[config.mk]
export PLATFORM = sky130hd
export DESIGN_NAME = spi_regfile_rw
export DESIGN_NICKNAME = d
export VERILOG_FILES = /design/src/rtl/spi_regfile_rw.sv
export SDC_FILE = /design/constraint.sdc
export NUM_CORES = 1
export LEC_CHECK = 0
export BUFFER_PORTS_ARGS = -buffer_cell sky130_fd_sc_hd__buf_2
export CORE_MARGIN = 2
export CORE_UTILIZATION = 33
export CTS_CLUSTER_DIAMETER = 40
export DETAILED_ROUTE_END_ITERATION = 12
export PLACE_DENSITY_LB_ADDON = 0.3
export SLEW_MARGIN = 30
export SYNTH_ARGS = -nofsm -noshare
export SYNTH_HDL_FRONTEND = slang
export SYNTH_SLANG_ARGS = --single-unit
[constraint.sdc]
create_clock -name clk -period 2.7 [get_ports clk]
set_clock_uncertainty 0.1 [all_clocks]
set_input_delay 0.405 -clock clk [delete_from_list [all_inputs] [get_ports clk]]
set_output_delay 0.405 -clock clk [all_outputs]
set_load 0.05 [all_outputs]
[src/rtl/spi_regfile_rw.sv]
// SPI mode-0 slave exposing five 8-bit control registers plus a read-only error counter.
// Every SPI input is resynchronised into clk; the frame is committed as a whole when ncs rises.
module spi_regfile_rw (
  input  logic       clk,
  input  logic       rst_n,
  input  logic       sclk,
  input  logic       ncs,
  input  logic       copi,
  output logic       cipo,
  output logic [7:0] en_reg_out_7_0,
  output logic [7:0] en_reg_out_15_8,
  output logic [7:0] en_reg_pwm_7_0,
  output logic [7:0] en_reg_pwm_15_8,
  output logic [7:0] pwm_duty_cycle,
  output logic       frame_err
);

  typedef enum logic [1:0] {StIdle, StShift, StCommit} state_e;

  state_e          state_q, state_d;
  logic [2:0]      sclk_pipe_q, sclk_pipe_d;
  logic [2:0]      ncs_pipe_q, ncs_pipe_d;
  logic [1:0]      copi_pipe_q, copi_pipe_d;
  logic [15:0]     shift_q, shift_d;
  logic [4:0]      cnt_q, cnt_d;
  logic [7:0]      out_q, out_d;
  logic            rd_q, rd_d;
  logic [4:0][7:0] regs_q, regs_d;
  logic [7:0]      err_cnt_q, err_cnt_d;
  logic            frame_err_q, frame_err_d;

  logic       sclk_rise, sclk_fall, ncs_rise, ncs_fall, ncs_s, copi_s;
  logic [6:0] rd_addr, wr_addr;
  logic [7:0] rd_data;

  // Index 1 is the synchronised level, index 2 the delayed copy used for edge detection.
  assign sclk_rise = sclk_pipe_q[1] & ~sclk_pipe_q[2];
  assign sclk_fall = ~sclk_pipe_q[1] & sclk_pipe_q[2];
  assign ncs_rise  = ncs_pipe_q[1] & ~ncs_pipe_q[2];
  assign ncs_fall  = ~ncs_pipe_q[1] & ncs_pipe_q[2];
  assign ncs_s     = ncs_pipe_q[1];
  assign copi_s    = copi_pipe_q[1];

  // After eight bits the header sits in shift_q[7:0]; at commit it sits in shift_q[15:8].
  assign rd_addr = shift_q[6:0];
  assign wr_addr = shift_q[14:8];

  always_comb begin
    rd_data = 8'h00;
    unique case (rd_addr)
      7'd0:    rd_data = regs_q[0];
      7'd1:    rd_data = regs_q[1];
      7'd2:    rd_data = regs_q[2];
      7'd3:    rd_data = regs_q[3];
      7'd4:    rd_data = regs_q[4];
      7'd5:    rd_data = err_cnt_q;
      default: rd_data = 8'h00;
    endcase
  end

  always_comb begin
    state_d     = state_q;
    sclk_pipe_d = {sclk_pipe_q[1:0], sclk};
    ncs_pipe_d  = {ncs_pipe_q[1:0], ncs};
    copi_pipe_d = {copi_pipe_q[0], copi};
    shift_d     = shift_q;
    cnt_d       = cnt_q;
    out_d       = out_q;
    rd_d        = rd_q;
    regs_d      = regs_q;
    err_cnt_d   = err_cnt_q;
    frame_err_d = 1'b0;

    unique case (state_q)
      StIdle: begin
        if (ncs_fall) begin
          state_d = StShift;
          shift_d = 16'h0000;
          cnt_d   = 5'd0;
          out_d   = 8'h00;
          rd_d    = 1'b0;
        end
      end
      StShift: begin
        if (ncs_rise) begin
          state_d = StCommit;
        end else if (!ncs_s) begin
          if (sclk_rise) begin
            shift_d = {shift_q[14:0], copi_s};
            if (cnt_q != 5'd17) cnt_d = cnt_q + 5'd1;
          end
          if (sclk_fall) begin
            if (cnt_q == 5'd8 && !shift_q[7]) begin
              out_d = rd_data;
              rd_d  = 1'b1;
            end else if (rd_q && cnt_q >= 5'd9) begin
              out_d = {out_q[6:0], 1'b0};
            end
          end
        end
      end
      StCommit: begin
        state_d = StIdle;
        if (cnt_q != 5'd16) begin
          frame_err_d = 1'b1;
          if (err_cnt_q != 8'hFF) err_cnt_d = err_cnt_q + 8'd1;
        end else if (shift_q[15]) begin
          unique case (wr_addr)
            7'd0:    regs_d[0] = shift_q[7:0];
            7'd1:    regs_d[1] = shift_q[7:0];
            7'd2:    regs_d[2] = shift_q[7:0];
            7'd3:    regs_d[3] = shift_q[7:0];
            7'd4:    regs_d[4] = shift_q[7:0];
            default: ;
          endcase
        end
        // A back-to-back frame may already have started; do not drop its ncs fall.
        if (ncs_fall) begin
          state_d = StShift;
          shift_d = 16'h0000;
          cnt_d   = 5'd0;
          out_d   = 8'h00;
          rd_d    = 1'b0;
        end
      end
      default: state_d = StIdle;
    endcase
  end

  always_ff @(posedge clk or negedge rst_n) begin
    if (!rst_n) begin
      state_q     <= StIdle;
      sclk_pipe_q <= 3'b000;
      ncs_pipe_q  <= 3'b000;
      copi_pipe_q <= 2'b00;
      shift_q     <= 16'h0000;
      cnt_q       <= 5'd0;
      out_q       <= 8'h00;
      rd_q        <= 1'b0;
      regs_q      <= '0;
      err_cnt_q   <= 8'h00;
      frame_err_q <= 1'b0;
    end else begin
      state_q     <= state_d;
      sclk_pipe_q <= sclk_pipe_d;
      ncs_pipe_q  <= ncs_pipe_d;
      copi_pipe_q <= copi_pipe_d;
      shift_q     <= shift_d;
      cnt_q       <= cnt_d;
      out_q       <= out_d;
      rd_q        <= rd_d;
      regs_q      <= regs_d;
      err_cnt_q   <= err_cnt_d;
      frame_err_q <= frame_err_d;
    end
  end

  assign cipo            = (state_q == StShift) && !ncs_s && rd_q && out_q[7];
  assign frame_err       = frame_err_q;
  assign en_reg_out_7_0  = regs_q[0];
  assign en_reg_out_15_8 = regs_q[1];
  assign en_reg_pwm_7_0  = regs_q[2];
  assign en_reg_pwm_15_8 = regs_q[3];
  assign pwm_duty_cycle  = regs_q[4];

endmodule

==> results.py, run 1 <==
metrics = {
    "worst_setup_path": {
        "crit_path_max_fanout": 8,
        "worstSetupPathType": "reg2reg",
        "endpoint_kind": "register",
        "reg2reg_slack_ps": 330,
        "cp.required_ps": 2820,
        "arrival_ps": 2480,
        "critPathLaunchType": "register",
    },
    "timing": {
        "slew-limit-headroom": 0.462,
        "fmax_mhz": 422,
        "rsz0062_at_grt": "no",
        "fin_crit_ps": 2370,
        "worst_pin_slew_ps": 807,
        "post-route-period-util": 0.877,
        "setup-tns-final_ps": 0,
        "setup_viol": 0,
        "hold_viol": 0,
        "drv_slew": 0,
    },
    "clocking": {
        "clock_path_buffers": 2,
        "cts_inserted_buffers": 9,
        "clk_latency_ps": 340,
        "cts_num_sinks": 89,
        "root_buffer": "clkbuf_16",
        "ctsHtreeMaxLevel": 3,
        "cts_setup_buffers": 0,
        "clk_pin_slew_ps": 60,
        "cts_tree": "yes",
    },
    "finish": {
        "nets": 427,
        "syn2layout_area_growth_pct": 16.2,
        "multiInputGateArea_sq_mm": 0.00182,
        "seq_area_sq_mm": 0.00223,
        "fillCellCount": 1235,
        "drive_gt1_frac": 0.306,
        "final_cells": 593,
        "antenna_cells": 0,
    },
    "drt": {
        "vias": 2962,
        "post_drt_wl_per_cell_um": 16.6,
        "vias_per_cell": 4.99,
        "antenna_left": 0,
        "drt-total-wl_um": 9850,
        "route.detailed.drc": 0,
        "drt_iter0_drc": 145,
        "dr.pass1.iters": 4,
    },
    "run": {
        "cap_violations": 0,
    },
    "yosys": {
        "yosys.area_share.xor_xnor": 0.0209,
        "ys_types": 54,
        "synthArstFlopShare": 1.00,
        "syn_area_sq_mm": 0.00420,
        "synth_edf_count": 0,
        "syn_area_per_cell_sq_um": 11.5,
        "yosysSeqAreaShare": 0.531,
        "synthAdderAreaFrac": 0.0119,
        "ys_ff_latch": 89,
        "synth_top_family_by_area": "multiplexers",
        "synth_compound_area_frac": 0.104,
        "synth_flop_cell": "dfrtp_1",
        "muxShareOfSynthArea": 0.150,
        "yosysWarnings": 0,
        "yosys.area_share.simple": 0.146,
        "synth_nets": 374,
        "synth_cells": 365,
    },
    "floorplan": {
        "initial_utilization": 0.335,
        "rows": 41,
        "io_pins": 47,
        "die_area_sq_mm": 0.0136,
        "die_w_um": 117,
        "die_h_um": 117,
        "coreArea_sq_mm": 0.0125,
    },
    "placement": {
        "numPortBuffers": 46,
        "gp_congestion": 0.835,
        "dp_hpwl_um": 7080,
        "placedCellCount": 578,
    },
    "global_routing": {
        "antenna_found_initial": 0,
        "grt_max_degree": 46,
        "grt.overflow.total": 0,
        "grt_pass1_wl_um": 16200,
        "grt_use_total": 0.157,
        "grt_pass1_vias": 2970,
    },
    "power": {
        "p_leak_nw": 2.36,
        "ir_worst_vdd_mv": 0.320,
        "power_density_mw_per_mm2": 610,
    },
    "run_status": {
        "status": "completed",
    },
    "hold_path": {
        "worstHoldPathType": "in2reg",
    },
}
==> synth_stat cells (all sizes together), types with 2 or more instances <==
master | number | area (sq um)
nor3 | 6 | 41.3
mux2i | 9 | 90.1
and3 | 2 | 12.5
nand2b | 2 | 12.5
dfrtp | 89 | 2230
nand4bb | 2 | 22.5
a22o | 2 | 17.5
inv | 7 | 26.3
clkbuf | 14 | 113
o22ai | 2 | 12.5
nand3b | 3 | 47.6
nand2 | 55 | 209
ha | 4 | 50.1
xor2 | 6 | 52.6
nor4 | 2 | 12.5
nor2 | 14 | 52.6
a22oi | 10 | 75.1
buf | 2 | 11.3
a21oi | 8 | 40.0
mux2 | 46 | 518
or2 | 2 | 12.5
o21a | 2 | 15.0
nor2b | 3 | 18.8
o21ai | 35 | 175
o32a | 2 | 20.0
xnor2 | 4 | 35.0
o31ai | 2 | 15.0
nand4 | 4 | 25.0
nand3 | 6 | 42.5
a2111oi | 2 | 23.8
and2b | 2 | 17.5
==> sequential cells by signal (all words and copies together) (netlist names) <==
| register | cells |
|---|---|
| en_reg_out_7_0 | 8 |
| cnt_q | 5 |
| err_cnt_q | 8 |
| copi_pipe_q | 2 |
| pwm_duty_cycle | 8 |
| rd_q | 1 |
| en_reg_pwm_7_0 | 8 |
| frame_err | 1 |
| en_reg_out_15_8 | 8 |
| sclk_pipe_q | 3 |
| out_q | 8 |
| ncs_pipe_q | 3 |
| state_q | 2 |
| shift_q | 16 |
| en_reg_pwm_15_8 | 8 |
==> final cells by class <==
cell class | count | share of cell area
timing repair buffer | 58 | 0.0692
clock buffer | 11 | 0.0477
sequential | 89 | 0.456
tap | 172 | 0.0441
clock inverter | 3 | 0.00410
multi-input combinational | 253 | 0.373
inverter | 7 | 0.00538
==> where the power goes <==
part	switching, W	internal, W	total (W)
Combinational	0.000209	0.000139	0.000347
Sequential	0.000128	0.00139	0.00152
Clock	0.000497	0.000612	0.00111
==> worst paths after layout <==
| kind | start | endpoint | cells past startpoint |
|---|---|---|---|
| min | ncs | ncs_pipe_q[0]$_DFF_PN0_ | 1 |
| min reg2reg | copi_pipe_q[0]$_DFF_PN0_ | copi_pipe_q[1]$_DFF_PN0_ | 0 |
| max in group asynchronous | rst_n | pwm_duty_cycle[3]$_DFFE_PN0P_ | 3 |
| max | shift_q[12]$_DFFE_PN0P_ | en_reg_out_7_0[7]$_DFFE_PN0P_ | 5 |
| min in group asynchronous | rst_n | shift_q[14]$_DFFE_PN0P_ | 2 |
| max reg2reg | shift_q[12]$_DFFE_PN0P_ | en_reg_out_7_0[7]$_DFFE_PN0P_ | 5 |
==> metal layers <==
layer  track usage  routed length, um
met5             0                  0
met2         0.249               4850
met1         0.218               4560
met4        0.0714                132
met3        0.0191                305
==> logic make-up after synthesis <==
family | count (synthesis)
adder cells (fa/ha/maj) | 4
flip-flops | 89
XOR/XNOR | 10
AO/OA/AOI/OAI | 70
AND/OR/NAND/NOR | 113
buffers and inverters | 23
multiplexers | 56
==> through the flow <==
stage	util	power [W]	area (sq um)	hold slack, ps	setup slack, ps
after floorplan	-	0.00178	4200	9.41	422
after global placement	0.369	0.00189	4620	235	349
after detailed placement	0.369	0.00190	4620	236	335
after CTS	0.390	0.00302	4880	59.4	326
after global routing	0.390	0.00313	4880	64.8	224
final	0.390	0.00298	4880	72.8	333
==> worst max-delay path, stage by stage, from the launching register on <==
cell	delay (ps)
dfrtp_1	380
or4b_1	510
or3_4	350
nor3_4	320
nand2_2	250
mux2_2	340
==> placed cells by master (no fill, tap or decap), types with 3 or more instances in the layout <==
cell and n:
xor2_1 6, nand2_1 54, a22oi_1 10, buf_2 45
nor3_1 5, clkbuf_16 9, nor2b_1 3, mux2i_1 9
nand4_1 4, inv_1 7, nor2_1 14, nand3_1 5
a21oi_1 8, o21ai_0 34, buf_4 11, dfrtp_1 89
mux2_2 46, ha_1 4, xnor2_1 4
==> repair_timing <==
action                    4_1_cts  5_1_grt
gates resized for setup         0        0
hold buffers                    1        0
hold endpoints to repair       43        0
(Power assumes the default switching activity.)
==> run 2: changes to the inputs <==
--- a/config.mk
+++ b/config.mk
@@ -6,6 +6,7 @@
 export NUM_CORES = 1
 export LEC_CHECK = 0
 export BUFFER_PORTS_ARGS = -buffer_cell sky130_fd_sc_hd__buf_2
+export CORE_ASPECT_RATIO = 1.5
 export CORE_MARGIN = 2
 export CORE_UTILIZATION = 33
 export CTS_CLUSTER_DIAMETER = 40
==> results.py, run 2 (same netlist as run 1, synthesis figures left out) <==
metrics = {
    "floorplan": {
        "die_h_um": 142,
        "die_area_sq_mm": 0.0137,
        "rows": 50,
        "coreArea_sq_mm": 0.0124,
        "initial_utilization": 0.337,
        "die_w_um": 96.1,
        "io_pins": 47,
    },
    "global_routing": {
        "grt_pass1_wl_um": 16500,
        "antenna_found_initial": 0,
        "grt.overflow.total": 0,
        "grt_use_total": 0.159,
        "grt_max_degree": 49,
        "grt_pass1_vias": 3108,
    },
    "finish": {
        "regMostFlops": "shift_q",
        "nets": 426,
        "drive_gt1_frac": 0.315,
        "layout_commonest_cell": "dfrtp_1",
        "largest_reg_flops": 16,
        "antenna_cells": 0,
        "syn2layout_area_growth_pct": 16.8,
        "final_cells": 578,
        "mostFrequentLayoutCells": "dfrtp_1, nand2_1, mux2_2",
        "post-route-util": 0.394,
        "fin_area_sq_mm": 0.00490,
    },
    "hold_path": {
        "worstHoldPathType": "in2reg",
    },
    "run_status": {
        "status": "completed",
    },
    "clocking": {
        "clk_latency_ps": 340,
        "root_buffer": "clkbuf_16",
        "cts_resized": 0,
        "ctsHtreeMaxLevel": 3,
        "clk_pin_slew_ps": 60,
        "cts_num_sinks": 89,
        "cts_inserted_buffers": 9,
        "clock_path_buffers": 2,
        "cts_tree": "yes",
    },
    "drt": {
        "route.detailed.drc": 0,
        "post_drt_wl_per_cell_um": 16.9,
        "drt-total-wl_um": 9750,
        "vias": 2946,
        "drt_iter0_drc": 173,
        "antenna_left": 0,
        "dr.pass1.iters": 4,
        "vias_per_cell": 5.10,
    },
    "timing": {
        "fmax_mhz": 419,
        "drv_slew": 0,
        "slew-limit-headroom": 0.424,
        "setup-tns-final_ps": 0,
        "worst_pin_slew_ps": 863,
        "setup_viol": 0,
        "post-route-period-util": 0.883,
        "hold_viol": 0,
        "whs_ps": 63.1,
        "rsz0062_at_grt": "no",
        "fin_crit_ps": 2380,
    },
    "run": {
        "cap_violations": 0,
    },
    "power": {
        "p_leak_nw": 2.38,
        "power_density_mw_per_mm2": 633,
        "ir_worst_vdd_mv": 0.351,
    },
    "worst_setup_path": {
        "endpoint_kind": "register",
        "cp.required_ps": 2820,
        "critPathLaunchType": "register",
        "worstSetupPathType": "reg2reg",
        "crit_path_max_fanout": 8,
        "arrival_ps": 2510,
    },
    "placement": {
        "placedCellCount": 561,
        "gp_congestion": 0.801,
        "numPortBuffers": 46,
        "place_area_sq_mm": 0.00459,
        "dp_hpwl_um": 7200,
    },
}
run 2: layout make-up:
class                   count  area, sq um
clock buffers              12          267
clock inverters             4         33.8
fillers                  1175         7540
inverters                   7         26.3
multi-input cells         253         1830
flip-flops and latches     89         2230
well taps                 156          195
repair buffers             57          330
run 2: metal layers:
metal	wire length (um)	part of all wire	GRT usage
met1	4100	0.42	0.196
met2	5230	0.54	0.265
met3	190	0.019	0.0281
met4	237	0.024	0.0729
met5	0	0	0
run 2: critical path: stages (launching register included):
cell     delay, ps
dfrtp_1        390
or4b_1         510
or3_4          360
nor3_4         320
nand2_2        250
mux2_2         330
run 2: what timing repair did:
action	CTS	global route
hold buffers	1	0
endpoints found under the hold margin	6	0
setup buffers	0	0
setup endpoints to repair	0	0
run 2: where the power goes:
part           internal [W]  switching [W]
logic              0.000140       0.000214
registers           0.00139       0.000124
clock network      0.000706       0.000526
total               0.00224       0.000864
run 2: metrics by stage:
stage | power, W | worst slack (ps)
after floorplan | 0.00178 | 422
after global placement | 0.00188 | 341
after detailed placement | 0.00190 | 240
after CTS | 0.00313 | 251
after global routing | 0.00327 | 228
final | 0.00310 | 316
run 2: path summary, 6_finish.rpt:
path | cells after the start | slack [ps] | to | startpoint
worst max-delay path | 5 | 320 | en_reg_out_7_0[0]$_DFFE_PN0P_ | shift_q[12]$_DFFE_PN0P_
worst min-delay path | 1 | 60 | ncs_pipe_q[0]$_DFF_PN0_ | ncs
worst max register to register | 5 | 320 | en_reg_out_7_0[0]$_DFFE_PN0P_ | shift_q[12]$_DFFE_PN0P_
worst min register to register | 0 | 250 | copi_pipe_q[1]$_DFF_PN0_ | copi_pipe_q[0]$_DFF_PN0_
max in group asynchronous | 3 | 1340 | en_reg_pwm_15_8[3]$_DFFE_PN0P_ | rst_n
min in group asynchronous | 2 | 520 | shift_q[15]$_DFFE_PN0P_ | rst_n
==> run 3: changes to the inputs <==
--- a/config.mk
+++ b/config.mk
@@ -11,7 +11,9 @@
 export CORE_UTILIZATION = 33
 export CTS_CLUSTER_DIAMETER = 40
 export DETAILED_ROUTE_END_ITERATION = 12
+export MAX_ROUTING_LAYER = met4
 export PLACE_DENSITY_LB_ADDON = 0.3
+export SETUP_SLACK_MARGIN = 0.4
 export SLEW_MARGIN = 30
 export SYNTH_ARGS = -nofsm -noshare
 export SYNTH_HDL_FRONTEND = slang
==> results.py, run 3 (same netlist as run 1, synthesis figures left out) <==
metrics = {
    "clocking": {
        "clk_pin_slew_ps": 60,
        "root_buffer": "clkbuf_16",
        "cts_inserted_buffers": 9,
        "clock_path_buffers": 2,
        "cts_num_sinks": 89,
        "clk_latency_ps": 340,
        "cts_tree": "yes",
        "ctsHtreeMaxLevel": 3,
    },
    "timing": {
        "setup_viol": 0,
        "setup-tns-final_ps": 0,
        "setup_slack_ps": 417,
        "rsz0062_at_grt": "yes",
        "drv_slew": 0,
        "post-route-period-util": 0.845,
        "worst_pin_slew_ps": 839,
        "hold_viol": 0,
        "fin_crit_ps": 2280,
        "fmax_mhz": 438,
        "slew-limit-headroom": 0.441,
    },
    "power": {
        "power_frac_seq": 0.488,
        "p_leak_nw": 2.40,
        "power_density_mw_per_mm2": 627,
        "p_sw_frac": 0.280,
        "ir_worst_vdd_mv": 0.352,
        "switchingPower_w": 0.000871,
        "combPwrFrac": 0.116,
        "internal_power_w": 0.00224,
        "pwr-share-clk": 0.397,
    },
    "placement": {
        "placedCellCount": 561,
        "gp_congestion": 0.813,
        "numPortBuffers": 46,
        "dp_hpwl_um": 7200,
        "dp_slack_ps": 240,
        "place_area_sq_mm": 0.00459,
    },
    "finish": {
        "syn2layout_area_growth_pct": 18.2,
        "post-route-util": 0.398,
        "fin_area_sq_mm": 0.00496,
        "antenna_cells": 0,
        "mostFrequentLayoutCells": "dfrtp_1, nand2_1, mux2_2, buf_2, o21ai_0",
        "layout_commonest_cell": "dfrtp_1",
        "drive_gt1_frac": 0.323,
        "regMostFlops": "shift_q",
        "nets": 428,
        "largest_reg_flops": 16,
        "final_cells": 580,
    },
    "drt": {
        "antenna_left": 0,
        "dr.pass1.iters": 4,
        "post_drt_wl_per_cell_um": 16.9,
        "drt_iter0_drc": 161,
        "vias": 2985,
        "route.detailed.drc": 0,
        "drt-total-wl_um": 9830,
        "vias_per_cell": 5.15,
    },
    "global_routing": {
        "grt.overflow.total": 0,
        "grt_use_total": 0.163,
        "grt_max_degree": 49,
        "grt_pass1_wl_um": 16500,
        "grt_pass1_vias": 3109,
        "antenna_found_initial": 0,
    },
    "floorplan": {
        "rows": 50,
        "die_w_um": 96.1,
        "initial_utilization": 0.337,
        "die_h_um": 142,
        "die_area_sq_mm": 0.0137,
        "coreArea_sq_mm": 0.0124,
        "io_pins": 47,
    },
    "worst_setup_path": {
        "endpoint_kind": "register",
        "cp.required_ps": 2830,
        "critical_path.cell_chain": "or4b_1 > or3_4 > nor3_4 > buf_12 > nand3_4 > mux2_4",
        "crit_path_max_fanout": 8,
        "critPathTopFamily": "simple AND/OR/NAND/NOR gates",
        "arrival_ps": 2410,
        "cp_num_buf_inv": 1,
        "worstSetupPathType": "reg2reg",
        "slowest_delay_ps": 510,
        "critPathSlowestCell": "or4b_1",
        "critPathLaunchType": "register",
    },
    "hold_path": {
        "worstHoldPathType": "in2reg",
    },
    "run_status": {
        "status": "completed",
    },
    "run": {
        "cap_violations": 0,
    },
}
==> run 3: layout make-up <==
type | instances | area [sq um]
inverters | 7 | 26.3
multi-input cells | 253 | 1850
well taps | 156 | 195
flip-flops and latches | 89 | 2230
fillers | 1167 | 7490
clock buffers | 12 | 267
repair buffers | 59 | 358
clock inverters | 4 | 33.8
==> run 3: worst register-to-register path, delay by kind of cell (launching register included) <==
| kind | cells | cell delay (ps) |
|---|---|---|
| muxes | 1 | 350 |
| DFF | 1 | 370 |
| and+or+nand+nor | 4 | 1200 |
| buffers and inverters | 1 | 150 |
==> run 3: worst paths after layout <==
kind / start / to / slack [ps] / cells after the start
max: shift_q[12]$_DFFE_PN0P_ / en_reg_pwm_15_8[0]$_DFFE_PN0P_ / 420 / 6
min: ncs / ncs_pipe_q[0]$_DFF_PN0_ / 60 / 1
max reg2reg: shift_q[12]$_DFFE_PN0P_ / en_reg_pwm_15_8[0]$_DFFE_PN0P_ / 420 / 6
min reg2reg: copi_pipe_q[0]$_DFF_PN0_ / copi_pipe_q[1]$_DFF_PN0_ / 250 / 0
max in group asynchronous: rst_n / en_reg_pwm_15_8[3]$_DFFE_PN0P_ / 1330 / 3
min in group asynchronous: rst_n / shift_q[15]$_DFFE_PN0P_ / 520 / 2
==> run 3: per-layer routing <==
| metal | part of all wire | up-vias | wire, um | GRT usage |
|---|---|---|---|---|
| met5 | 0 | - | 0 | - |
| met4 | 0.029 | 0 | 281 | 0.0662 |
| met3 | 0.023 | 19 | 222 | 0.0313 |
| met2 | 0.52 | 48 | 5130 | 0.266 |
| met1 | 0.43 | 1506 | 4200 | 0.197 |
| li1 | - | 1412 | - | - |
==> run 3: metrics by stage <==
step                      power, W  hold slack [ps]
final                      0.00311             64.3
after global routing       0.00328             52.4
after CTS                  0.00313             55.3
after detailed placement   0.00190              236
after global placement     0.00188              235
after floorplan            0.00178             9.41
==> run 3: power by group through the flow <==
stage | clock [W] | sequential (W) | combinational, W
2_1_floorplan | 0 | 0.00148 | 0.000300
3_3_place_gp | 0 | 0.00154 | 0.000346
3_5_place_dp | 0 | 0.00154 | 0.000355
4_1_cts | 0.00126 | 0.00152 | 0.000358
5_1_grt | 0.00133 | 0.00154 | 0.000413
6_report | 0.00123 | 0.00152 | 0.000360
==> run 3: timing repair <==
item	CTS	global route
resized for setup	2	5
pin swaps	1	1
setup buffers	2	0
endpoints found under the setup margin	41	48
cloned	0	0
hold endpoints to repair	6	0
hold buffers	1	0
